`src/rtl/mem_ctrl.sv`:
```
// Byte-serialising controller that shares one byte-wide RAM between
// instruction fetch and load/store. Loads/fetches read N bytes little-endian,
// stores write N bytes; each completed access ends with a one-cycle done pulse.
module mem_ctrl #(
  parameter int unsigned ADDR_W = 17
) (
  input  logic              clk,
  input  logic              rst,
  // Instruction fetch port
  input  logic              if_req,
  input  logic [ADDR_W-1:0] if_addr,
  input  logic              if_flush,
  output logic              if_done,
  output logic [31:0]       if_data,
  // Load/store port
  input  logic              mem_req,
  input  logic              mem_we,
  input  logic [1:0]        mem_len,
  input  logic [ADDR_W-1:0] mem_addr,
  input  logic [31:0]       mem_wdata,
  output logic              mem_done,
  output logic [31:0]       mem_rdata,
  // Status
  output logic              busy,
  // RAM side
  output logic [ADDR_W-1:0] ram_addr,
  output logic              ram_we,
  output logic [7:0]        ram_dout,
  input  logic [7:0]        ram_din
);

  typedef enum logic [1:0] {
    StIdle,
    StRead,
    StWrite,
    StDone
  } state_e;

  localparam logic OwnerIf  = 1'b0;
  localparam logic OwnerMem = 1'b1;

  state_e            state_q, state_d;
  // Step counter: in READ it runs 0..N because the last byte arrives one
  // cycle after its address, so it needs one more bit than a byte index.
  logic [2:0]        cnt_q, cnt_d;
  logic [2:0]        len_n_q, len_n_d;
  logic              owner_q, owner_d;
  logic [ADDR_W-1:0] base_q, base_d;
  logic [31:0]       wdata_q, wdata_d;
  logic [31:0]       rbuf_q, rbuf_d;
  logic [31:0]       if_data_q, if_data_d;
  logic [31:0]       mem_rdata_q, mem_rdata_d;
  logic              if_done_q, if_done_d;
  logic              mem_done_q, mem_done_d;
  logic [ADDR_W-1:0] ram_addr_q, ram_addr_d;
  logic              ram_we_q, ram_we_d;
  logic [7:0]        ram_dout_q, ram_dout_d;

  logic [2:0]        mem_len_n;
  logic [2:0]        cnt_next;
  logic [1:0]        cap_idx;
  logic [1:0]        wr_idx;
  logic [ADDR_W-1:0] addr_next;

  // Decode requested length; 10 is treated as a full word.
  always_comb begin
    unique case (mem_len)
      2'b00:   mem_len_n = 3'd1;
      2'b01:   mem_len_n = 3'd2;
      default: mem_len_n = 3'd4;
    endcase
  end

  // Helper values derived from the step counter.
  always_comb begin
    cnt_next  = cnt_q + 3'd1;
    cap_idx   = cnt_q[1:0] - 2'd1;
    wr_idx    = cnt_q[1:0] + 2'd1;
    addr_next = base_q + ADDR_W'(cnt_next);
  end

  // Next-state and registered-output computation.
  always_comb begin
    state_d     = state_q;
    cnt_d       = cnt_q;
    len_n_d     = len_n_q;
    owner_d     = owner_q;
    base_d      = base_q;
    wdata_d     = wdata_q;
    rbuf_d      = rbuf_q;
    if_data_d   = if_data_q;
    mem_rdata_d = mem_rdata_q;
    if_done_d   = 1'b0;
    mem_done_d  = 1'b0;
    ram_addr_d  = '0;
    ram_we_d    = 1'b0;
    ram_dout_d  = 8'h00;

    unique case (state_q)
      StIdle: begin
        if (mem_req) begin
          owner_d    = OwnerMem;
          base_d     = mem_addr;
          len_n_d    = mem_len_n;
          wdata_d    = mem_wdata;
          rbuf_d     = 32'h0;
          cnt_d      = 3'd0;
          ram_addr_d = mem_addr;
          if (mem_we) begin
            state_d    = StWrite;
            ram_we_d   = 1'b1;
            ram_dout_d = mem_wdata[7:0];
          end else begin
            state_d = StRead;
          end
        end else if (if_req && !if_flush) begin
          owner_d    = OwnerIf;
          base_d     = if_addr;
          len_n_d    = 3'd4;
          rbuf_d     = 32'h0;
          cnt_d      = 3'd0;
          ram_addr_d = if_addr;
          state_d    = StRead;
        end
      end

      StRead: begin
        if (owner_q == OwnerIf && if_flush) begin
          // Abort the fetch; any byte still in flight is simply not captured.
          state_d = StIdle;
          cnt_d   = 3'd0;
        end else begin
          if (cnt_q != 3'd0) begin
            rbuf_d[8*cap_idx +: 8] = ram_din;
          end
          if (cnt_q == len_n_q) begin
            state_d = StDone;
            cnt_d   = 3'd0;
            if (owner_q == OwnerIf) begin
              if_data_d = rbuf_d;
              if_done_d = 1'b1;
            end else begin
              mem_rdata_d = rbuf_d;
              mem_done_d  = 1'b1;
            end
          end else begin
            cnt_d = cnt_next;
            if (cnt_next < len_n_q) begin
              ram_addr_d = addr_next;
            end
          end
        end
      end

      StWrite: begin
        if (cnt_next < len_n_q) begin
          cnt_d      = cnt_next;
          ram_addr_d = addr_next;
          ram_we_d   = 1'b1;
          ram_dout_d = wdata_q[8*wr_idx +: 8];
        end else begin
          state_d    = StDone;
          cnt_d      = 3'd0;
          mem_done_d = 1'b1;
        end
      end

      StDone: begin
        state_d = StIdle;
      end

      default: begin
        state_d = StIdle;
      end
    endcase
  end

  // State and output registers with synchronous reset.
  always_ff @(posedge clk) begin
    if (rst) begin
      state_q     <= StIdle;
      cnt_q       <= 3'd0;
      len_n_q     <= 3'd4;
      owner_q     <= OwnerIf;
      base_q      <= '0;
      wdata_q     <= 32'h0;
      rbuf_q      <= 32'h0;
      if_data_q   <= 32'h0;
      mem_rdata_q <= 32'h0;
      if_done_q   <= 1'b0;
      mem_done_q  <= 1'b0;
      ram_addr_q  <= '0;
      ram_we_q    <= 1'b0;
      ram_dout_q  <= 8'h00;
    end else begin
      state_q     <= state_d;
      cnt_q       <= cnt_d;
      len_n_q     <= len_n_d;
      owner_q     <= owner_d;
      base_q      <= base_d;
      wdata_q     <= wdata_d;
      rbuf_q      <= rbuf_d;
      if_data_q   <= if_data_d;
      mem_rdata_q <= mem_rdata_d;
      if_done_q   <= if_done_d;
      mem_done_q  <= mem_done_d;
      ram_addr_q  <= ram_addr_d;
      ram_we_q    <= ram_we_d;
      ram_dout_q  <= ram_dout_d;
    end
  end

  // Output mapping.
  always_comb begin
    if_done   = if_done_q;
    if_data   = if_data_q;
    mem_done  = mem_done_q;
    mem_rdata = mem_rdata_q;
    busy      = (state_q != StIdle);
    ram_addr  = ram_addr_q;
    ram_we    = ram_we_q;
    ram_dout  = ram_dout_q;
  end

endmodule

```
`config.mk`:
```
export PLATFORM = sky130hd
export DESIGN_NAME = mem_ctrl
export DESIGN_NICKNAME = d
export VERILOG_FILES = /design/src/rtl/mem_ctrl.sv
export SDC_FILE = /design/constraint.sdc
export NUM_CORES = 1
export LEC_CHECK = 0
export BUFFER_PORTS_ARGS = -buffer_cell sky130_fd_sc_hd__clkbuf_2
export CAP_MARGIN = 20
export CORE_UTILIZATION = 50
export DETAILED_ROUTE_END_ITERATION = 8
export HOLD_SLACK_MARGIN = 0.02
export PLACE_DENSITY = 0.73
export SYNTH_ARGS = -nofsm -noshare
export SYNTH_HDL_FRONTEND = slang
export SYNTH_SLANG_ARGS = --single-unit
```
`constraint.sdc`:
```
create_clock -name clk -period 5.43 [get_ports clk]
set_clock_uncertainty 0.2 [all_clocks]
set_input_delay 1.086 -clock clk [delete_from_list [all_inputs] [get_ports clk]]
set_output_delay 1.086 -clock clk [all_outputs]
set_load 0.05 [all_outputs]
```
### After elaboration in Yosys (flattened, before gate mapping)

Index checks and enable logic that the tools add are counted.

* add/subtract/negate cells: 5
* $lt $le $gt $ge: 1
* eq/ne operators: 9
* shifts and indexed selects: 3
* mux-type cells: 46
* bitwise operators: 4
* reduce and logical (&&, ||, !) cells: 18

Operators with widths (number)
* $mux W32: 4
* $mux W17: 7
* $pmux W32 S2: 1
* $pmux W17 S3: 1
* $neg A5 Y34: 1
* $shift A8 B34 Y32 const A: 1
* $shiftx A8 B34 Y32: 1
* $bwmux W32: 1
* $shiftx A32 B6 Y8: 1
* $mux W8: 3
* $mux W3: 7
* $add A17 B3 Y17: 1
* $pmux W8 S2: 1
* $mux W2: 6
* $mux W1: 10
* $pmux W3 S3: 1
* $pmux W2 S4: 1
* $reduce_and A4 Y1: 2
* $ne A3 B3 Y1 const B: 2
* $pmux W3 S2: 1
* $reduce_and A2 Y1: 3
* $reduce_and A3 Y1: 2
* $reduce_bool A2 Y1: 3
* $reduce_bool A3 Y1: 2
* other kinds (14): 23

* register bits after elaboration: 182
* output and inout bits: 93
* logic and storage cells: 100

### Depth between registers and ports, before layout

* depth in word-level cells: 7
* gate-level depth with buffers: 11

### Least setup slack after synthesis

Ideal clock, no wire load.

* path type: register to register
* from: register cnt_q[0]
* to: register ram_addr_q[12] (netlist: ram_addr[12])
* setup time: 0.125 ns
* arrival: 2.686 ns
* setup slack: 2.419 ns
* stages on the path, launching flop included: 11
* buffers on the path: 2
* clock period less this slack: 3.011 ns
* cell sequence: dfxtp_1 buf_4 buf_2 inv_1 ha_1 fa_1 a21oi_1 nor3b_1 and3_1 xnor2_1 o22ai_1

* longest elaborated chain between the ends: 6

RTL lines
* start, declared: line 45 `logic [2:0] cnt_q, cnt_d;`
* start signal, assigned: line 197 `cnt_q <= cnt_d;`
* $add A3 B1 Y3: line 76 `cnt_next = cnt_q + 3'd1;`
* $add A17 B3 Y17 / $lt A3 B3 Y1 (equally long branches): line 79, 148, 156
* $mux W17: line 148, 156
* $mux W17: line 136 `if (cnt_q == len_n_q) begin`
* $mux W17: line 128 `if (owner_q == OwnerIf && if_flush) begin`
* $pmux W17 S3 *: line 99 `unique case (state_q)`
* end signal, assigned: line 207 `ram_addr_q <= ram_addr_d;`
* end, declared: line 55 `logic [ADDR_W-1:0] ram_addr_q, ram_addr_d;`

Mark *: on every way between the ends. The rest lies on a longest branch, timed or not.
A chain may end at the register's enable or synchronous reset.

### Final worst setup path

* from: register cnt_q[1]
* to: register ram_addr_q[8] (netlist: ram_addr[8])

The elaborated chain is that of the path after synthesis.

==> summary.md <==
| Metric | Value |
|---|---|
| Post-CTS Setup Inserts | `0` |
| Setup TNS | `0 ns` |
| Die Height | `128.6 µm` |
| Post-synth ARST share | `0` |
| Most frequent cells in the layout | `182 x dfxtp_1, 173 x clkbuf_2, 139 x nor2_1` |
| CTS tree | `done` |
| Largest cells by area after synthesis | `dfxtp_1 45%, nor2_1 6.5%, a211oi_2 5.9%, nand2_1 5.5%, a21oi_1 4.4%` |
| CP required | `5.58 ns` |
| Clock Sink Count | `182` |
| Worst setup path class | `reg -> reg` |
| Num CTS Buffers | `17` |
| Clock slew at reported path FFs | `0.07 ns` |
| Max Root-Sink Buffers | `2` |
| Max layer used | `met4` |
| Min cycle time layout | `3.316 ns` |
| Min-Delay Path Class | `reg -> reg` |
| Gr ovfl total | `0` |
| CP Data Arrival Time | `3.47 ns` |
| CP max stage delay | `0.58 ns` |
| Sequential share of the synthesized area | `0.4544` |
| Fin util | `0.6140` |
| Max_slew headroom | `0.2570` |
| Die Span X | `128.6 µm` |
| Highest clock rate | `0.3016 GHz` |
| EDFF count, synth | `0` |
| CP max FO | `17` |
| Pre-antenna DRT Iters | `5` |
| Detailed Route Iter0 Violations | `478` |
| Vias in the first global route | `6211` |
| Wire length per cell | `15.25 µm` |
| Crit share post-route | `0.6106` |
| First-pass GRT wire length | `30430 µm` |
| Top Ports | `175` |
| Detailed-route wire length | `18650 µm` |
| Kind of end point of the critical path | `flop` |
| IO Port Bufs | `174` |
| Routed Antenna Nets | `0` |
| # fillers | `1387` |
| Worst Setup Start Kind | `flop` |
| P_leak | `3.724 nW` |
| Core area | `15430 µm²` |
| Top cell type's share of synthesized area | `0.4544` |
| Area delta synth->final | `18.13%` |
| Root Driver | `clkbuf_16` |
| Via count | `6554` |
| Post-Syn Nets | `965` |
| Critical path's slowest cell | `ha_1` |
| Number of vias per cell | `5.359` |
| Post-Syn Area | `8019 µm²` |
| Initial antenna violation count | `0` |
| GP Congestion | `0.7726` |
| Initial Utilization | `0.5198` |
| Ant diodes | `0` |
| Proportion of layout cells with a drive suffix above 1 | `0.2757` |
| Final Hold Vio Count | `0` |
| Met1 WL | `8397 µm` |
| PD cells | `419.1 nW/µm²` |
| RSZ-0062 raised after global routing | `no` |
| Largest area contributor in the netlist | `dfxtp_1` |
| Final #Nets | `1098` |
| Met2 wire length | `8973 µm` |
| Worst-Skew Late Latency | `0.43 ns` |
| Drt drc | `0` |
| Ys flop type | `dfxtp_1` |
| Post-DP HPWL | `12470 µm` |
| Maximum VDD drop | `0.0003012 V` |
| Most common cell after layout, fill and taps aside | `dfxtp_1` |
| Total area of sequential cells | `3643 µm²` |
| Met3 WL | `1099 µm` |
| Synth cell types | `59` |
| Final-report setup violation count | `0` |
| Max cap viols | `0` |
| FF+latch count, synth | `182` |
| Largest net degree at the start of global routing | `90` |
| Post-synthesis instance total | `866` |
| Worst-margin pin slew | `1.115 ns` |
| Synth Warn # | `0` |
| Post-CTS resize count | `0` |
| Cell row count | `45` |
| Outcome | `finished clean` |
| H-tree levels | `4` |
| Synth Area per Inst | `9.260 µm²` |
| CTS Hold Buffers Added | `0` |
| Multi-input gate area | `3968 µm²` |
| Worst-path cell chain | `inv_1, ha_1, buf_4, ha_1, nand3b_1, nand2_1, a21oi_2, nand2_1, o22ai_1` |
| Final Max Slew Viols | `0` |
| GRT Total Usage | `0.2323` |
| Die area | `16550 µm²` |
==> kinds of logic after synthesis <==
logic type                 synth area share
buffers and inverters               0.05087
muxes                               0.05445
adders and majority gates           0.02746
DFF                                  0.4544
and+or+nand+nor                      0.1726
AOI/OAI and AO/OA                    0.2241
xor gates and xnor gates            0.01623
==> critical path, delay by kind of cell (launching register included) <==
family	cells	cell delay, ns
simple gates	3	0.53
compound gates	2	0.74
buf+inv	2	0.46
fa+ha+maj	2	0.85
flops	1	0.45
==> registers in the layout, indices dropped and copies added (netlist names) <==
register   flops
if_done        1
wdata_q       32
cnt_q          3
owner_q        1
mem_done       1
rbuf_q        32
if_data       32
base_q        17
ram_dout       8
len_n_q        3
state_q        2
mem_rdata     32
ram_addr      17
ram_we         1
==> synthesized netlist by cell type (6+ instances only) <==
| master | instances |
|---|---|
| and3_1 | 6 |
| a211oi_2 | 38 |
| nand2b_1 | 13 |
| buf_6 | 10 |
| dfxtp_1 | 182 |
| buf_4 | 7 |
| a211oi_1 | 31 |
| a21oi_1 | 71 |
| inv_1 | 9 |
| a2bb2oi_1 | 32 |
| ha_1 | 16 |
| mux4_2 | 8 |
| mux2i_1 | 20 |
| o22ai_1 | 7 |
| nor4_1 | 10 |
| nand2_1 | 118 |
| clkbuf_1 | 27 |
| a22oi_1 | 19 |
| buf_2 | 19 |
| xnor2_1 | 9 |
| a22o_1 | 11 |
| nor2_1 | 139 |
==> through the flow <==
step,instances,hold slack [ns],setup slack (ns),instance area (µm²),power [mW]
finish,1223,0.2556,2.114,9473,3.970
global route,1223,0.2733,1.897,9473,4.163
CTS,1222,0.2568,2.163,9448,3.988
detailed placement,1190,0.2476,2.008,8823,2.679
global placement,1190,0.2386,2.081,8823,2.663
floorplan,866,0.2331,2.419,8019,2.441
==> per-layer routing <==
| layer | GRT usage | up-vias |
|---|---|---|
| met1 | 0.3046 | 3026 |
| met2 | 0.3812 | 192 |
| met4 | 0.07543 | 0 |
| met3 | 0.05031 | 13 |
| met5 | 0 | - |
| li1 | - | 3323 |
==> cell type report <==
| type | count | share of cell area |
|---|---|---|
| clock buffer | 17 | 0.04491 |
| inverter | 9 | 0.003566 |
| tap | 211 | 0.02787 |
| timing repair buffer | 180 | 0.09919 |
| multi-input combinational | 609 | 0.4188 |
| sequential | 182 | 0.3846 |
| clock inverter | 15 | 0.02100 |
==> worst paths after layout <==
path	start	endpoint	slack, ns	cells past startpoint
setup / recovery	cnt_q[1]	ram_addr[8]	2.11	9
hold / removal	wdata_q[24]	wdata_q[24]	0.26	2
setup reg to reg	cnt_q[1]	ram_addr[8]	2.11	9
hold reg to reg	wdata_q[24]	wdata_q[24]	0.26	2
==> where the power goes <==
group          leakage (nW)  switching (mW)  internal [mW]  total, mW
Sequential             1.48          0.0925           1.48       1.57
Combinational          1.94           0.750          0.341       1.09
Clock                 0.305           0.532          0.774       1.31
Total                  3.72            1.37           2.60       3.97
Note: power is estimated with default switching activity, not from simulation.
